**src/rtl/lsu_pkg.sv**
```systemverilog
// Shared load/store unit definitions: access-size codes, FSM encoding and byte-lane count.
package lsu_pkg;

  localparam logic [2:0] F3_B  = 3'b000;
  localparam logic [2:0] F3_H  = 3'b001;
  localparam logic [2:0] F3_W  = 3'b010;
  localparam logic [2:0] F3_BU = 3'b100;
  localparam logic [2:0] F3_HU = 3'b101;

  localparam int BE_W = 4;

  typedef enum logic [1:0] {
    IDLE = 2'd0,
    REQ  = 2'd1,
    WAIT = 2'd2,
    DONE = 2'd3
  } state_t;

  function automatic logic f3_illegal(input logic [2:0] f3);
    return !(f3 inside {F3_B, F3_H, F3_W, F3_BU, F3_HU});
  endfunction

endpackage

```
**src/rtl/lsu_if.sv**
```systemverilog
// Data-memory bus between the load/store unit (master) and memory (slave).
interface lsu_if
  import lsu_pkg::*;
#(
  parameter int XLEN   = 32,
  parameter int ADDR_W = 32
);
  logic              mem_req;
  logic              mem_we;
  logic [ADDR_W-1:0] mem_addr;
  logic [XLEN-1:0]   mem_wdata;
  logic [BE_W-1:0]   mem_be;
  logic              mem_gnt;
  logic              mem_rvalid;
  logic [XLEN-1:0]   mem_rdata;

  modport master (
    output mem_req, mem_we, mem_addr, mem_wdata, mem_be,
    input  mem_gnt, mem_rvalid, mem_rdata
  );

  modport slave (
    input  mem_req, mem_we, mem_addr, mem_wdata, mem_be,
    output mem_gnt, mem_rvalid, mem_rdata
  );
endinterface

```
**src/rtl/lsu_align.sv**
```systemverilog
// Combinational lane logic: store-data replication with byte enables, and load lane
// selection with sign/zero extension.
module lsu_align
  import lsu_pkg::*;
#(
  parameter int XLEN = 32
) (
  input  logic [1:0]      st_size,
  input  logic [1:0]      st_lane,
  input  logic [XLEN-1:0] st_data,
  output logic [XLEN-1:0] st_wdata,
  output logic [BE_W-1:0] st_be,
  input  logic [2:0]      ld_f3,
  input  logic [1:0]      ld_lane,
  input  logic [XLEN-1:0] ld_rdata,
  output logic [XLEN-1:0] ld_data
);
  logic [7:0]  w_byte;
  logic [15:0] w_half;
  logic        w_sext;

  always_comb begin
    st_wdata = st_data;
    st_be    = 4'b1111;
    case (st_size)
      2'b00: begin
        st_wdata = {4{st_data[7:0]}};
        st_be    = 4'b0001 << st_lane;
      end
      2'b01: begin
        st_wdata = {2{st_data[15:0]}};
        st_be    = 4'b0011 << {st_lane[1], 1'b0};
      end
      default: ;
    endcase
  end

  // funct3[2] marks the unsigned variants
  always_comb begin
    w_byte  = ld_rdata[{ld_lane, 3'b000} +: 8];
    w_half  = ld_rdata[{ld_lane[1], 4'b0000} +: 16];
    w_sext  = ~ld_f3[2];
    ld_data = ld_rdata;
    case (ld_f3[1:0])
      2'b00:   ld_data = {{24{w_byte[7] & w_sext}}, w_byte};
      2'b01:   ld_data = {{16{w_half[15] & w_sext}}, w_half};
      default: ;
    endcase
  end

endmodule

```
**src/rtl/lsu.sv**
```systemverilog
// Load/store unit: runs one req/gnt/rvalid memory access per load/store and stalls the
// single-cycle core until the access retires in DONE.
module lsu
  import lsu_pkg::*;
#(
  parameter int XLEN   = 32,
  parameter int ADDR_W = 32
) (
  input  logic              clk,
  input  logic              reset,
  input  logic [ADDR_W-1:0] alu_out,
  input  logic [XLEN-1:0]   store_data,
  input  logic [2:0]        funct3,
  input  logic              mem_read,
  input  logic              mem_write,
  output logic              stall,
  output logic              lsu_err,
  output logic [XLEN-1:0]   load_data,
  lsu_if.master             bus
);
  state_t            r_state, w_state_next;
  logic              w_access, w_start;
  logic              r_mem_req, r_mem_we;
  logic [ADDR_W-1:0] r_mem_addr;
  logic [XLEN-1:0]   r_mem_wdata, r_load_data;
  logic [BE_W-1:0]   r_mem_be;
  logic [1:0]        r_lane;
  logic [2:0]        r_funct3;
  logic [XLEN-1:0]   w_st_wdata, w_ld_data;
  logic [BE_W-1:0]   w_st_be;

  assign w_access = mem_read ^ mem_write;
  assign lsu_err  = (mem_read & mem_write)
                  | (w_access & (f3_illegal(funct3)
                               | (mem_write & funct3[2])
                               | ((funct3[1:0] == 2'b01) & alu_out[0])
                               | ((funct3[1:0] == 2'b10) & (alu_out[1:0] != 2'b00))));
  assign w_start  = (r_state == IDLE) & w_access & ~lsu_err;

  lsu_align #(.XLEN(XLEN)) u_align (
    .st_size  (funct3[1:0]),
    .st_lane  (alu_out[1:0]),
    .st_data  (store_data),
    .st_wdata (w_st_wdata),
    .st_be    (w_st_be),
    .ld_f3    (r_funct3),
    .ld_lane  (r_lane),
    .ld_rdata (bus.mem_rdata),
    .ld_data  (w_ld_data)
  );

  always_comb begin
    w_state_next = r_state;
    stall        = 1'b0;
    case (r_state)
      IDLE: begin
        if (w_start) begin
          w_state_next = REQ;
          stall        = 1'b1;
        end
      end
      REQ: begin
        stall = 1'b1;
        if (bus.mem_gnt) w_state_next = r_mem_we ? DONE : WAIT;
      end
      WAIT: begin
        stall = 1'b1;
        if (bus.mem_rvalid) w_state_next = DONE;
      end
      DONE: w_state_next = IDLE;
    endcase
  end

  // Core inputs are only sampled on the IDLE->REQ transition; later stages use the latched copy
  always_ff @(posedge clk) begin
    if (reset) begin
      r_state     <= IDLE;
      r_mem_req   <= 1'b0;
      r_mem_we    <= 1'b0;
      r_mem_addr  <= '0;
      r_mem_wdata <= '0;
      r_mem_be    <= '0;
      r_lane      <= '0;
      r_funct3    <= '0;
      r_load_data <= '0;
    end else begin
      r_state   <= w_state_next;
      r_mem_req <= (w_state_next == REQ);
      if (w_start) begin
        r_mem_addr  <= {alu_out[ADDR_W-1:2], 2'b00};
        r_mem_we    <= mem_write;
        r_mem_wdata <= w_st_wdata;
        r_mem_be    <= w_st_be;
        r_lane      <= alu_out[1:0];
        r_funct3    <= funct3;
      end
      if ((r_state == WAIT) && bus.mem_rvalid) r_load_data <= w_ld_data;
    end
  end

  assign bus.mem_req   = r_mem_req;
  assign bus.mem_we    = r_mem_we;
  assign bus.mem_addr  = r_mem_addr;
  assign bus.mem_wdata = r_mem_wdata;
  assign bus.mem_be    = r_mem_be;
  assign load_data     = r_load_data;

endmodule

```
**src/flat_wrapper.sv**
```systemverilog
// flat-port wrapper written by rule: the top's interface ports become plain ports
module lsu_flat import lsu_pkg::*;
#(
  parameter int XLEN   = 32,
  parameter int ADDR_W = 32
)
  (clk, reset, alu_out, store_data, funct3, mem_read, mem_write, stall, lsu_err, load_data, bus_mem_req, bus_mem_we, bus_mem_addr, bus_mem_wdata, bus_mem_be, bus_mem_gnt, bus_mem_rvalid, bus_mem_rdata);
  lsu_if #(.XLEN(XLEN), .ADDR_W(ADDR_W)) bus_i ();
  input  logic clk;
  input  logic reset;
  input  logic [ADDR_W-1:0] alu_out;
  input  logic [XLEN-1:0] store_data;
  input  logic [2:0] funct3;
  input  logic mem_read;
  input  logic mem_write;
  output logic stall;
  output logic lsu_err;
  output logic [XLEN-1:0] load_data;
  output wire logic [$bits(bus_i.mem_req)-1:0] bus_mem_req;
  output wire logic [$bits(bus_i.mem_we)-1:0] bus_mem_we;
  output wire logic [$bits(bus_i.mem_addr)-1:0] bus_mem_addr;
  output wire logic [$bits(bus_i.mem_wdata)-1:0] bus_mem_wdata;
  output wire logic [$bits(bus_i.mem_be)-1:0] bus_mem_be;
  input wire logic [$bits(bus_i.mem_gnt)-1:0] bus_mem_gnt;
  input wire logic [$bits(bus_i.mem_rvalid)-1:0] bus_mem_rvalid;
  input wire logic [$bits(bus_i.mem_rdata)-1:0] bus_mem_rdata;
  assign bus_mem_req = bus_i.mem_req;
  assign bus_mem_we = bus_i.mem_we;
  assign bus_mem_addr = bus_i.mem_addr;
  assign bus_mem_wdata = bus_i.mem_wdata;
  assign bus_mem_be = bus_i.mem_be;
  assign bus_i.mem_gnt = bus_mem_gnt;
  assign bus_i.mem_rvalid = bus_mem_rvalid;
  assign bus_i.mem_rdata = bus_mem_rdata;
  lsu #(.XLEN(XLEN), .ADDR_W(ADDR_W)) u_core (.clk(clk), .reset(reset), .alu_out(alu_out), .store_data(store_data), .funct3(funct3), .mem_read(mem_read), .mem_write(mem_write), .stall(stall), .lsu_err(lsu_err), .load_data(load_data), .bus(bus_i));
endmodule
```
**config.mk**
```make
export PLATFORM = sky130hd
export DESIGN_NAME = lsu_flat
export DESIGN_NICKNAME = d
export VERILOG_FILES = /design/src/rtl/lsu_pkg.sv /design/src/rtl/lsu_if.sv /design/src/rtl/lsu_align.sv /design/src/rtl/lsu.sv /design/src/flat_wrapper.sv
export SDC_FILE = /design/constraint.sdc
export NUM_CORES = 1
export LEC_CHECK = 0
export ABC_AREA = 1
export CAP_MARGIN = 20
export CORE_MARGIN = 2
export CORE_UTILIZATION = 40
export CTS_CLUSTER_DIAMETER = 120
export DETAILED_ROUTE_END_ITERATION = 8
export MAX_ROUTING_LAYER = met4
export PLACE_DENSITY_LB_ADDON = 0.3
export SLEW_MARGIN = 20
export SYNTH_ARGS = -nofsm -noshare
export SYNTH_HDL_FRONTEND = slang
export SYNTH_SLANG_ARGS = --single-unit
```
**constraint.sdc**
```tcl
create_clock -name clk -period 1.69 [get_ports clk]
set_input_delay 0.169 -clock clk [delete_from_list [all_inputs] [get_ports clk]]
set_output_delay 0.169 -clock clk [all_outputs]
set_load 0.01 [all_outputs]
```
==> results.txt, run 1 <==
----------------------------------------------------
[Detailed routing]
  Wirelength per Cell ... 14.5 um
  Vias ... 5911
  1st-iter DRT viols ... 517
  Drt via density ... 5.01
  Pre-antenna DRT Iters ... 5
  Residual antenna-violating net count after detailed routing ... 0
  Number of DRC violations after detailed routing ... 0
  Final Routed Wirelength ... 17.1 mm

[Power and ir drop]
  P per Cell Area ... 873 nW/um2
  Switching part of the total power ... 0.285
  P_leak ... 3.49 nW
  Portion of total power attributed to the clock network ... 0.347
  Sequential cell fraction of total power ... 0.392
  Switching component of the power ... 2.01 mW
  VDD IR-drop max ... 0.508 mV
  Int Power ... 5.05 mW
  Combinational Power Share ... 0.260

[Layout]
  Share of final-layout standard cells stronger than drive strength 1 ... 0.0808
  Synth-to-Final Area Change ... 50.8%
  Final Net Count ... 1108

[Timing]
  TNS Setup ... 0 ps
  RSZ-0062 raised after global routing ... true
  Period utilization ... 0.949
  Worst slew margin relative to its limit ... 0.620
  F_max ... 0.624 GHz
  Fin. max-slew vios ... 0
  Hold_ws ... 296 ps
  Final setup violating endpoints ... 0
  Final critical delay including setup and external delays ... 1600 ps
  Final hold violations ... 0
  Worst Clk Skew ... 6.30 ps
  Worst-margin pin slew ... 567 ps

[Floorplanning]
  Initial cell density of the core ... 0.407
  Die area ... 14400 um2
  Number of placement rows ... 42
  Total I/O pin count ... 209
  Area of the placeable core ... 13200 um2
  Die height ... 120 um
  Die X ... 120 um

[Worst setup path]
  Critical path depth in cells ... 8
  Kind of capture point of the worst setup path ... flop
  Cell count of the worst reg-to-reg path ... 8
  Highest net fanout along the worst path ... 25
  Ordered cell list for the critical path ... clkdlybuf4s50_1, ha_4, nand2_1, inv_2, buf_4, clkbuf_16, nand4_1, a21oi_1
  Biggest cell delay along the critical path ... 450 ps
  Critical-path cell with the highest stage delay ... clkdlybuf4s50_1
  Number of buffer and inverter instances along the worst setup path ... 4
  Arr. time, crit path ... 1880 ps
  Kind of start point of the critical path ... primary input
  Crit path required time ... 1970 ps
  Worst setup path class ... in -> reg
  Top delay family on crit path ... buffers and inverters

[Yosys]
  Post-synthesis instance area ... 5360 um2
  Cells after synthesis ... 801
  Top-area cell type share of the netlist area ... 0.399
  Main flop type after synthesis ... dfxtp_1
  EDFF count, synth ... 0
  Count leader, synth ... nand2_1
  Largest cells by area after synthesis ... dfxtp_1 (40%), nand2_1 (17%), nand4_1 (8.7%), a21oi_1 (8.7%), inv_1 (5.1%)
  Cell type with the highest aggregate area in the netlist ... dfxtp_1
  Number of warning messages in the yosys log ... 0
  Total of flip-flops plus latches after synthesis ... 107
  Async S/R FF share, synth ... 0
  Share of synthesized area occupied by flip-flops and latches ... 0.399
  Leading cell types by count after synthesis ... nand2_1 (243), dfxtp_1 (107), a21oi_1 (93)
  Netlist cell types ... 28
  Syn avg cell area ... 6.70 um2

[Placement]
  RePlAce Congestion ... 0.889
  Final HPWL from detailed placement ... 11.8 mm
  IO buf count ... 206

[Clock tree]
  H-Tree Level Count ... 3
  Sink count of the clock tree ... 107
  Hold Buf Count CTS ... 0
  Clk Latency, worst-skew pair ... 350 ps
  Total clock buffers created by CTS ... 9
  Clk root buf ... clkbuf_16
  Number of buffers on the longest clock path ... 2
  TritonCTS clock tree ... built
  Clk pin slew, worst setup/hold paths ... 70 ps

[Global routing]
  Total routing resource utilization after global routing ... 0.240
  Global routing usage on met1 ... 0.318
  Largest net degree at the start of global routing ... 63
  Aggregate global routing overflow ... 0
  Met2 capacity usage during global routing ... 0.351
  Global-route wire length before repair ... 26.9 mm
  Most Crowded Layer GR ... met2
  Number of global-route vias before repair ... 5421
  Number of antenna violations at the first check in global routing ... 1
  GR Util met3 ... 0.0513

[Flow run]
  Total of max-cap violations ... 0

[Worst hold path]
  Hold/Removal Path Class ... in -> reg
  Hold path cells ... 3

[Run status]
  Run status ... finished, final reports clean

----------------------------------------------------
## through the flow
stage	setup WS, ps	instances	cell area [um2]	power, mW	util
after floorplan	120	802	5370	3.75	-
after detailed placement	-486	1160	7670	4.59	0.582
after CTS	13.5	1176	8030	7.06	0.609
after global routing	-5.20	1179	8090	7.43	0.613
final	86.8	1179	8090	7.06	0.613
after global placement	-491	1160	7670	4.58	0.582
## final cells by class
| cell class | count | area, um2 |
|---|---|---|
| diodes | 1 | 2.50 |
| clock buffers | 10 | 239 |
| clock inverters | 6 | 111 |
| fillers | 1232 | 5100 |
| inverters | 80 | 303 |
| multi-input cells | 554 | 2640 |
| flip-flops and latches | 107 | 2140 |
| well taps | 176 | 220 |
| repair buffers | 245 | 2430 |
## layer usage
layer,up-vias,routed length [um]
met3,42,1260
met4,0,534
li1,3005,-
met5,-,0
met1,2650,7570
met2,214,7700
## flip-flops by register name, summed over array words and instances (netlist names), 2 cells and up
signal,flops
u_core.r_funct3,3
u_core.bus.mem_addr,30
u_core.r_state,2
u_core.load_data,32
u_core.bus.mem_be,4
u_core.r_lane,2
u_core.bus.mem_wdata,32
## power by group through the flow
stage                     clock (mW)  sequential, mW  combinational (mW)
final                           2.45            2.77                1.84
after global routing            2.63            2.79                2.02
after CTS                       2.53            2.77                1.77
after detailed placement           0            2.83                1.76
after global placement             0            2.82                1.75
after floorplan                    0            2.89               0.867
## placed cells by master, fill, tap and decap left out, types with 5 or more instances in the layout
cell,Yosys,routed
ha_1,6,5
o211ai_1,7,7
nand4_1,75,75
a21boi_0,5,5
nor2_1,65,65
nand3_1,18,18
a21oi_2,7,8
inv_1,73,73
buf_4,3,33
clkdlybuf4s50_1,0,200
o21ai_0,23,23
a21oi_1,93,92
clkbuf_16,0,10
dfxtp_1,107,107
nand2_1,243,243
inv_2,4,5
## cell families after synthesis
logic type / Yosys count / share of synthesized area
simple gates: 408 / 0.332
buf+inv: 141 / 0.112
compound gates: 138 / 0.142
flops: 107 / 0.399
fa+ha+maj: 6 / 0.0140
other cells: 1 / 0.000699
## worst reg2reg max path, stage by stage, from the launching register on
cell       delay [ps]
dfxtp_1           310
inv_1              80
ha_1              160
nand2_1            70
inv_2              70
buf_4             280
clkbuf_16         270
nand4_1           120
a21oi_1           170
## path summary, 6_finish.rpt
path,from,to,slack [ps]
worst min register to register,u_core.bus.mem_addr[15]$_SDFFE_PP0P_,u_core.bus.mem_addr[15]$_SDFFE_PP0P_,460
worst min-delay path,reset,u_core.bus.mem_be[1]$_SDFFE_PP0P_,300
worst max-delay path,mem_read,u_core.bus.mem_addr[23]$_SDFFE_PP0P_,90
worst max register to register,u_core.r_state[0]$_SDFF_PP0_,u_core.bus.mem_addr[23]$_SDFFE_PP0P_,90
## what timing repair did
| action | in CTS | in global routing |
|---|---|---|
| endpoints found under the setup margin | 13 | 44 |
| gates cloned | 0 | 1 |
| gates resized for setup | 9 | 6 |
| pin swaps | 0 | 1 |
| buffers inserted | 0 | 1 |
Power figures use the tool's default switching activity.
==> run 2: changes to the inputs <==
Settings changed: CTS_BUF_LIST set to sky130_fd_sc_hd__clkbuf_16.
==> results.txt, run 2 (synthesized netlist as in run 1, its figures left out) <==
----------------------------------------------------
[Worst setup path]
  Kind of start point of the critical path ... primary input
  Number of buffer and inverter instances along the worst setup path ... 4 (unchanged)
  Ordered cell list for the critical path ... clkdlybuf4s50_1, ha_4, nand2_1, inv_2, buf_4, clkbuf_16, nand4_1, a21oi_1
  Highest net fanout along the worst path ... 25 (unchanged)
  Arr. time, crit path ... 1900 ps (+20 ps)
  Top delay family on crit path ... buffers and inverters
  Crit path required time ... 1970 ps (about the same)
  Worst setup path class ... in -> reg
  Critical-path cell with the highest stage delay ... clkdlybuf4s50_1
  Kind of capture point of the worst setup path ... flop
  Biggest cell delay along the critical path ... 450 ps (about the same)

[Timing]
  Final setup violating endpoints ... 0 (unchanged)
  Final critical delay including setup and external delays ... 1620 ps (+21.7 ps)
  F_max ... 0.615 GHz (-1.3%)
  Worst slew margin relative to its limit ... 0.615 (-0.00510)
  Worst-margin pin slew ... 575 ps (+7.62 ps)
  Final hold violations ... 0 (unchanged)
  Fin. max-slew vios ... 0 (unchanged)
  Period utilization ... 0.962 (+0.0129)
  Worst Clk Skew ... 5.99 ps (-0.313 ps)

[Placement]
  IO buf count ... 206 (unchanged)
  Final HPWL from detailed placement ... 11.8 mm (unchanged)
  RePlAce Congestion ... 0.889 (unchanged)

[Layout]
  Most frequent cells in the layout ... nand2_1 (243), clkdlybuf4s50_1 (200), dfxtp_1 (107)
  Most common library cell in the layout ignoring fill and taps ... nand2_1
  Filler instances ... 1235 (+0.24%)
  Final Net Count ... 1108 (unchanged)
  End-of-flow core utilization ... 0.613 (-0.000759)
  Share of final-layout standard cells stronger than drive strength 1 ... 0.0798 (-0.000998)
  Synth-to-Final Area Change ... 50.6%

[Power and ir drop]
  Int Power ... 5.00 mW (-0.90%)
  PnR Total Power ... 7.01 mW (-0.72%)
  VDD IR-drop max ... 0.503 mV (-0.92%)
  Switching component of the power ... 2.01 mW (-0.24%)
  Combinational Power Share ... 0.262 (+0.002)
  Switching part of the total power ... 0.286 (+0.00135)
  Portion of total power attributed to the clock network ... 0.343 (-0.004)
  Sequential cell fraction of total power ... 0.395 (+0.003)
  P_leak ... 3.48 nW (-0.16%)
  P per Cell Area ... 867 nW/um2 (-0.59%)

[Global routing]
  Met2 capacity usage during global routing ... 0.351 (unchanged)
  Total routing resource utilization after global routing ... 0.240 (unchanged)
  Aggregate global routing overflow ... 0 (unchanged)
  GR Util met3 ... 0.0513 (unchanged)
  Most Crowded Layer GR ... met2
  Number of antenna violations at the first check in global routing ... 1 (unchanged)
  Global-route wire length before repair ... 26.9 mm (about the same)
  Largest net degree at the start of global routing ... 63 (unchanged)
  Number of global-route vias before repair ... 5418 (-0.055%)
  Global routing usage on met1 ... 0.318 (unchanged)

[Detailed routing]
  Wirelength per Cell ... 14.5 um (about the same)
  Number of DRC violations after detailed routing ... 0 (unchanged)
  Final Routed Wirelength ... 17.1 mm (about the same)
  1st-iter DRT viols ... 516 (-0.19%)
  Vias ... 5909 (-0.034%)
  Residual antenna-violating net count after detailed routing ... 0 (unchanged)
  Drt via density ... 5.01 (about the same)
  Pre-antenna DRT Iters ... 5 (unchanged)

[Clock tree]
  Clk Latency, worst-skew pair ... 350 ps (about the same)
  Number of buffers on the longest clock path ... 2 (unchanged)
  Sink count of the clock tree ... 107 (unchanged)
  Clk root buf ... clkbuf_16
  H-Tree Level Count ... 3 (unchanged)
  Total clock buffers created by CTS ... 9 (unchanged)
  Clk pin slew, worst setup/hold paths ... 70 ps (about the same)
  TritonCTS clock tree ... built

[Floorplanning]
  Die height ... 120 um (unchanged)
  Initial cell density of the core ... 0.407 (unchanged)
  Total I/O pin count ... 209 (unchanged)
  Area of the placeable core ... 13200 um2 (unchanged)
  Die area ... 14400 um2 (unchanged)
  Die X ... 120 um (unchanged)
  Number of placement rows ... 42 (unchanged)

[Worst hold path]
  Hold/Removal Path Class ... in -> reg

[Flow run]
  Total of max-cap violations ... 0 (unchanged)

[Run status]
  Run status ... finished, final reports clean

----------------------------------------------------
-- run 2: changes by cell type in the layout (fill, tap and decap cells not counted), sizes merged --
cell,change
clkbuf,-1
clkinv,+1
-- run 2: worst paths after layout --
check                                                       endpoint  depth (start not counted)                            startpoint  slack, ps
worst max-delay path            u_core.bus.mem_addr[23]$_SDFFE_PP0P_                          8                              mem_read         70
worst min-delay path               u_core.bus.mem_be[1]$_SDFFE_PP0P_                          3                                 reset        300
worst max register to register  u_core.bus.mem_addr[23]$_SDFFE_PP0P_                          8          u_core.r_state[0]$_SDFF_PP0_         70
worst min register to register  u_core.bus.mem_addr[15]$_SDFFE_PP0P_                          2  u_core.bus.mem_addr[15]$_SDFFE_PP0P_        460
-- run 2: repair_timing --
action,in CTS,in global routing
pin swaps,0,1
hold buffers,0,0
setup endpoints to repair,13,43
buffers inserted,0,1
resized for setup,9,6
cloned,0,1
-- run 2: through the flow --
step | std cells | worst slack (ps) | hold WS (ps) | TNS (ps) | area [um2]
finish | 1179 | 65.0 | 298 | 0 | 8080
CTS | 1176 | 13.5 | 292 | 0 | 8020
global route | 1179 | -4.43 | 306 | -4.43 | 8080
detailed placement | 1160 | -486 | 451 | -23220 | 7670
global placement | 1160 | -491 | 448 | -22260 | 7670
floorplan | 802 | 120 | 304 | 0 | 5370
-- run 2: layer usage --
layer  vias up  share of wire
met2       206           0.45
met4         0          0.031
met1      2655           0.45
met3        42          0.069
li1       3006              -
met5         -              0
-- run 2: cell type report --
cell class              instances  area [um2]  share of cell area
diodes                          1        2.50            0.000310
flip-flops and latches        107        2140               0.265
multi-input cells             554        2640               0.327
clock buffers                   9         225              0.0279
inverters                      80         303              0.0375
well taps                     176         220              0.0273
clock inverters                 7         115              0.0142
repair buffers                245        2430               0.301
-- run 2: worst min-delay path: stages --
cell	delay, ps
buf_2	120
buf_12	200
nor2_1	120
-- run 2: power groups by stage --
stage,clock network (mW),registers (mW),logic [mW]
2_1_floorplan,0,2.89,0.867
3_3_place_gp,0,2.82,1.75
3_5_place_dp,0,2.83,1.76
4_1_cts,2.48,2.77,1.77
5_1_grt,2.58,2.79,2.02
6_report,2.40,2.77,1.84
==> run 3: changes to the inputs <==
Clock period 1.69 ns to 1.3 ns, I/O delays scaled along.
==> results.txt, run 3 (synthesized netlist as in run 1, its figures left out) <==
----------------------------------------------------
[Run status]
  Run status ... complete, but fails checks
  Violations in the final reports ... setup timing

[Timing]
  TNS Setup ... -7240 ps (-7240 ps)
  Worst-case setup margin in the final layout ... -145 ps (-210 ps)
  Final hold violations ... 0 (unchanged)
  F_max ... 0.692 GHz
  Worst slew margin relative to its limit ... 0.626 (+0.0104)
  Period utilization ... 1.11
  Worst Clk Skew ... 6.16 ps (+0.172 ps)
  Fin. max-slew vios ... 0 (unchanged)
  Final critical delay including setup and external delays ... 1440 ps
  Worst-margin pin slew ... 559 ps (-15.6 ps)
  Final setup violating endpoints ... 106 (+106)
  RSZ-0062 raised after global routing ... true

[Clock tree]
  Hold Buf Count CTS ... 0 (unchanged)
  Clk pin slew, worst setup/hold paths ... 70 ps (about the same)
  Number of buffers on the longest clock path ... 2 (unchanged)
  H-Tree Level Count ... 3 (unchanged)
  Sink count of the clock tree ... 107 (unchanged)
  Total clock buffers created by CTS ... 9 (unchanged)
  TritonCTS clock tree ... built
  Clk Latency, worst-skew pair ... 350 ps (about the same)
  Clk root buf ... clkbuf_16

[Power and ir drop]
  VDD IR-drop max ... 0.745 mV (+48%)
  PnR Total Power ... 8.94 mW (+28%)
  P_leak ... 4.18 nW (+20%)
  P per Cell Area ... 1020 nW/um2 (+18%)

[Layout]
  Most frequent cells in the layout ... nand2_1 (230), dlygate4sd2_1 (106), dfxtp_1 (103)
  Final Net Count ... 1139 (+2.8%)
  Post-Layout Cell Count ... 1210 (+2.6%)
  Synth-to-Final Area Change ... 62.7%
  Share of final-layout standard cells stronger than drive strength 1 ... 0.177 (+0.0973)
  Most common library cell in the layout ignoring fill and taps ... nand2_1
  End-of-flow core utilization ... 0.662 (+0.0491)

[Worst setup path]
  Kind of capture point of the worst setup path ... flop
  Cell count of the worst reg-to-reg path ... 9 (+1)
  Setup crit end ... u_core.load_data[27]$_SDFFE_PP0P_
  Launch point of the worst path ... u_core.r_state[0]$_SDFF_PP0_
  Source of the worst register-to-register timing path ... u_core.r_state[0]$_SDFF_PP0_
  Slack of the worst reg-to-reg path ... -140 ps (-210 ps)
  Crit path required time ... 1540 ps (-430 ps)
  Arr. time, crit path ... 1690 ps (-210 ps)
  Highest net fanout along the worst path ... 7 (-72%)
  Worst R2R End ... u_core.load_data[27]$_SDFFE_PP0P_
  Worst setup path class ... reg -> reg
  Kind of start point of the critical path ... flop

[Global routing]
  Largest net degree at the start of global routing ... 63 (unchanged)
  Aggregate global routing overflow ... 0 (unchanged)
  Total routing resource utilization after global routing ... 0.265 (+0.0247)
  Number of global-route vias before repair ... 5830 (+7.6%)
  Number of antenna violations at the first check in global routing ... 1 (unchanged)
  Global-route wire length before repair ... 29.8 mm (+11%)

[Detailed routing]
  Residual antenna-violating net count after detailed routing ... 0 (unchanged)
  Drt via density ... 5.19 (+3.6%)
  Pre-antenna DRT Iters ... 6 (+1)
  Vias ... 6284 (+6.3%)
  Number of DRC violations after detailed routing ... 0 (unchanged)
  1st-iter DRT viols ... 584 (+13%)
  Final Routed Wirelength ... 18.9 mm (+11%)
  Wirelength per Cell ... 15.6 um (+8.0%)

[Floorplanning]
  Number of placement rows ... 42 (unchanged)
  Initial cell density of the core ... 0.407 (unchanged)
  Area of the placeable core ... 13200 um2 (unchanged)
  Total I/O pin count ... 209 (unchanged)
  Die area ... 14400 um2 (unchanged)
  Die X ... 120 um (unchanged)
  Die height ... 120 um (unchanged)

[Placement]
  RePlAce Congestion ... 0.921 (+3.6%)
  Placed Instances ... 1181 (+1.8%)
  IO buf count ... 206 (unchanged)
  Setup slack at placement ... -712 ps (-226 ps)
  Final HPWL from detailed placement ... 12.3 mm (+4.8%)

[Worst hold path]
  Hold/Removal Path Class ... in -> reg

[Flow run]
  Total of max-cap violations ... 0 (unchanged)

----------------------------------------------------
==> run 3: final cells by class <==
class	instances	area (um2)
timing repair buffer	276	2740
sequential	107	2150
clock inverter	7	67.6
antenna	1	2.50
clock buffer	9	225
tap	176	220
multi-input combinational	554	3000
fill	1165	4460
inverter	80	323
==> run 3: per-stage QoR <==
stage	hold slack (ps)	area, um2
final	268	8730
after global routing	275	8730
after CTS	251	8500
after detailed placement	451	7940
after global placement	447	7940
after floorplan	265	5460
==> run 3: repair_timing <==
item,4_1_cts,5_1_grt
buffers inserted,3,1
gates cloned,5,4
resized for setup,188,46
pin swaps,19,13
setup endpoints to repair,207,107
==> run 3: how the worst min path moves through the flow <==
| stage | startpoint | end | slack [ps] | cells after the start |
|---|---|---|---|---|
| 2_1_floorplan | mem_write | u_core.bus.mem_we$_SDFFE_PP0P_ | 260 | 2 |
| 3_3_place_gp | u_core.bus.mem_addr[18]$_SDFFE_PP0P_ | u_core.bus.mem_addr[18]$_SDFFE_PP0P_ | 450 | 2 |
| 3_5_place_dp | u_core.bus.mem_wdata[6]$_SDFFE_PP0P_ | u_core.bus.mem_wdata[6]$_SDFFE_PP0P_ | 450 | 2 |
| 4_1_cts | reset | u_core.bus.mem_be[0]$_SDFFE_PP0P_ | 250 | 3 |
| 5_1_grt | reset | u_core.bus.mem_be[1]$_SDFFE_PP0P_ | 270 | 3 |
| 6_report | mem_write | u_core.bus.mem_we$_SDFFE_PP0P_ | 270 | 3 |
==> run 3: metal layers <==
layer / track usage / part of all wire / vias up
met5: - / 0 / -
met4: 0.0919 / 0.030 / 0
met3: 0.0623 / 0.067 / 50
met1: 0.345 / 0.44 / 2871
met2: 0.404 / 0.46 / 293
li1: - / - / 3070
==> run 3: critical path: stages, from the launching register on <==
cell,delay (ps)
dfxtp_2,330
inv_2,50
buf_4,140
ha_4,170
nand2_8,120
inv_12,70
buf_12,140
buf_4,140
o21ai_2,130
a21oi_2,40
==> run 3: report_power, final <==
group          internal [mW]  switching, mW  total, mW
Combinational           1.17           1.40       2.58
Sequential              3.49          0.112       3.60
Clock                   1.49           1.27       2.76
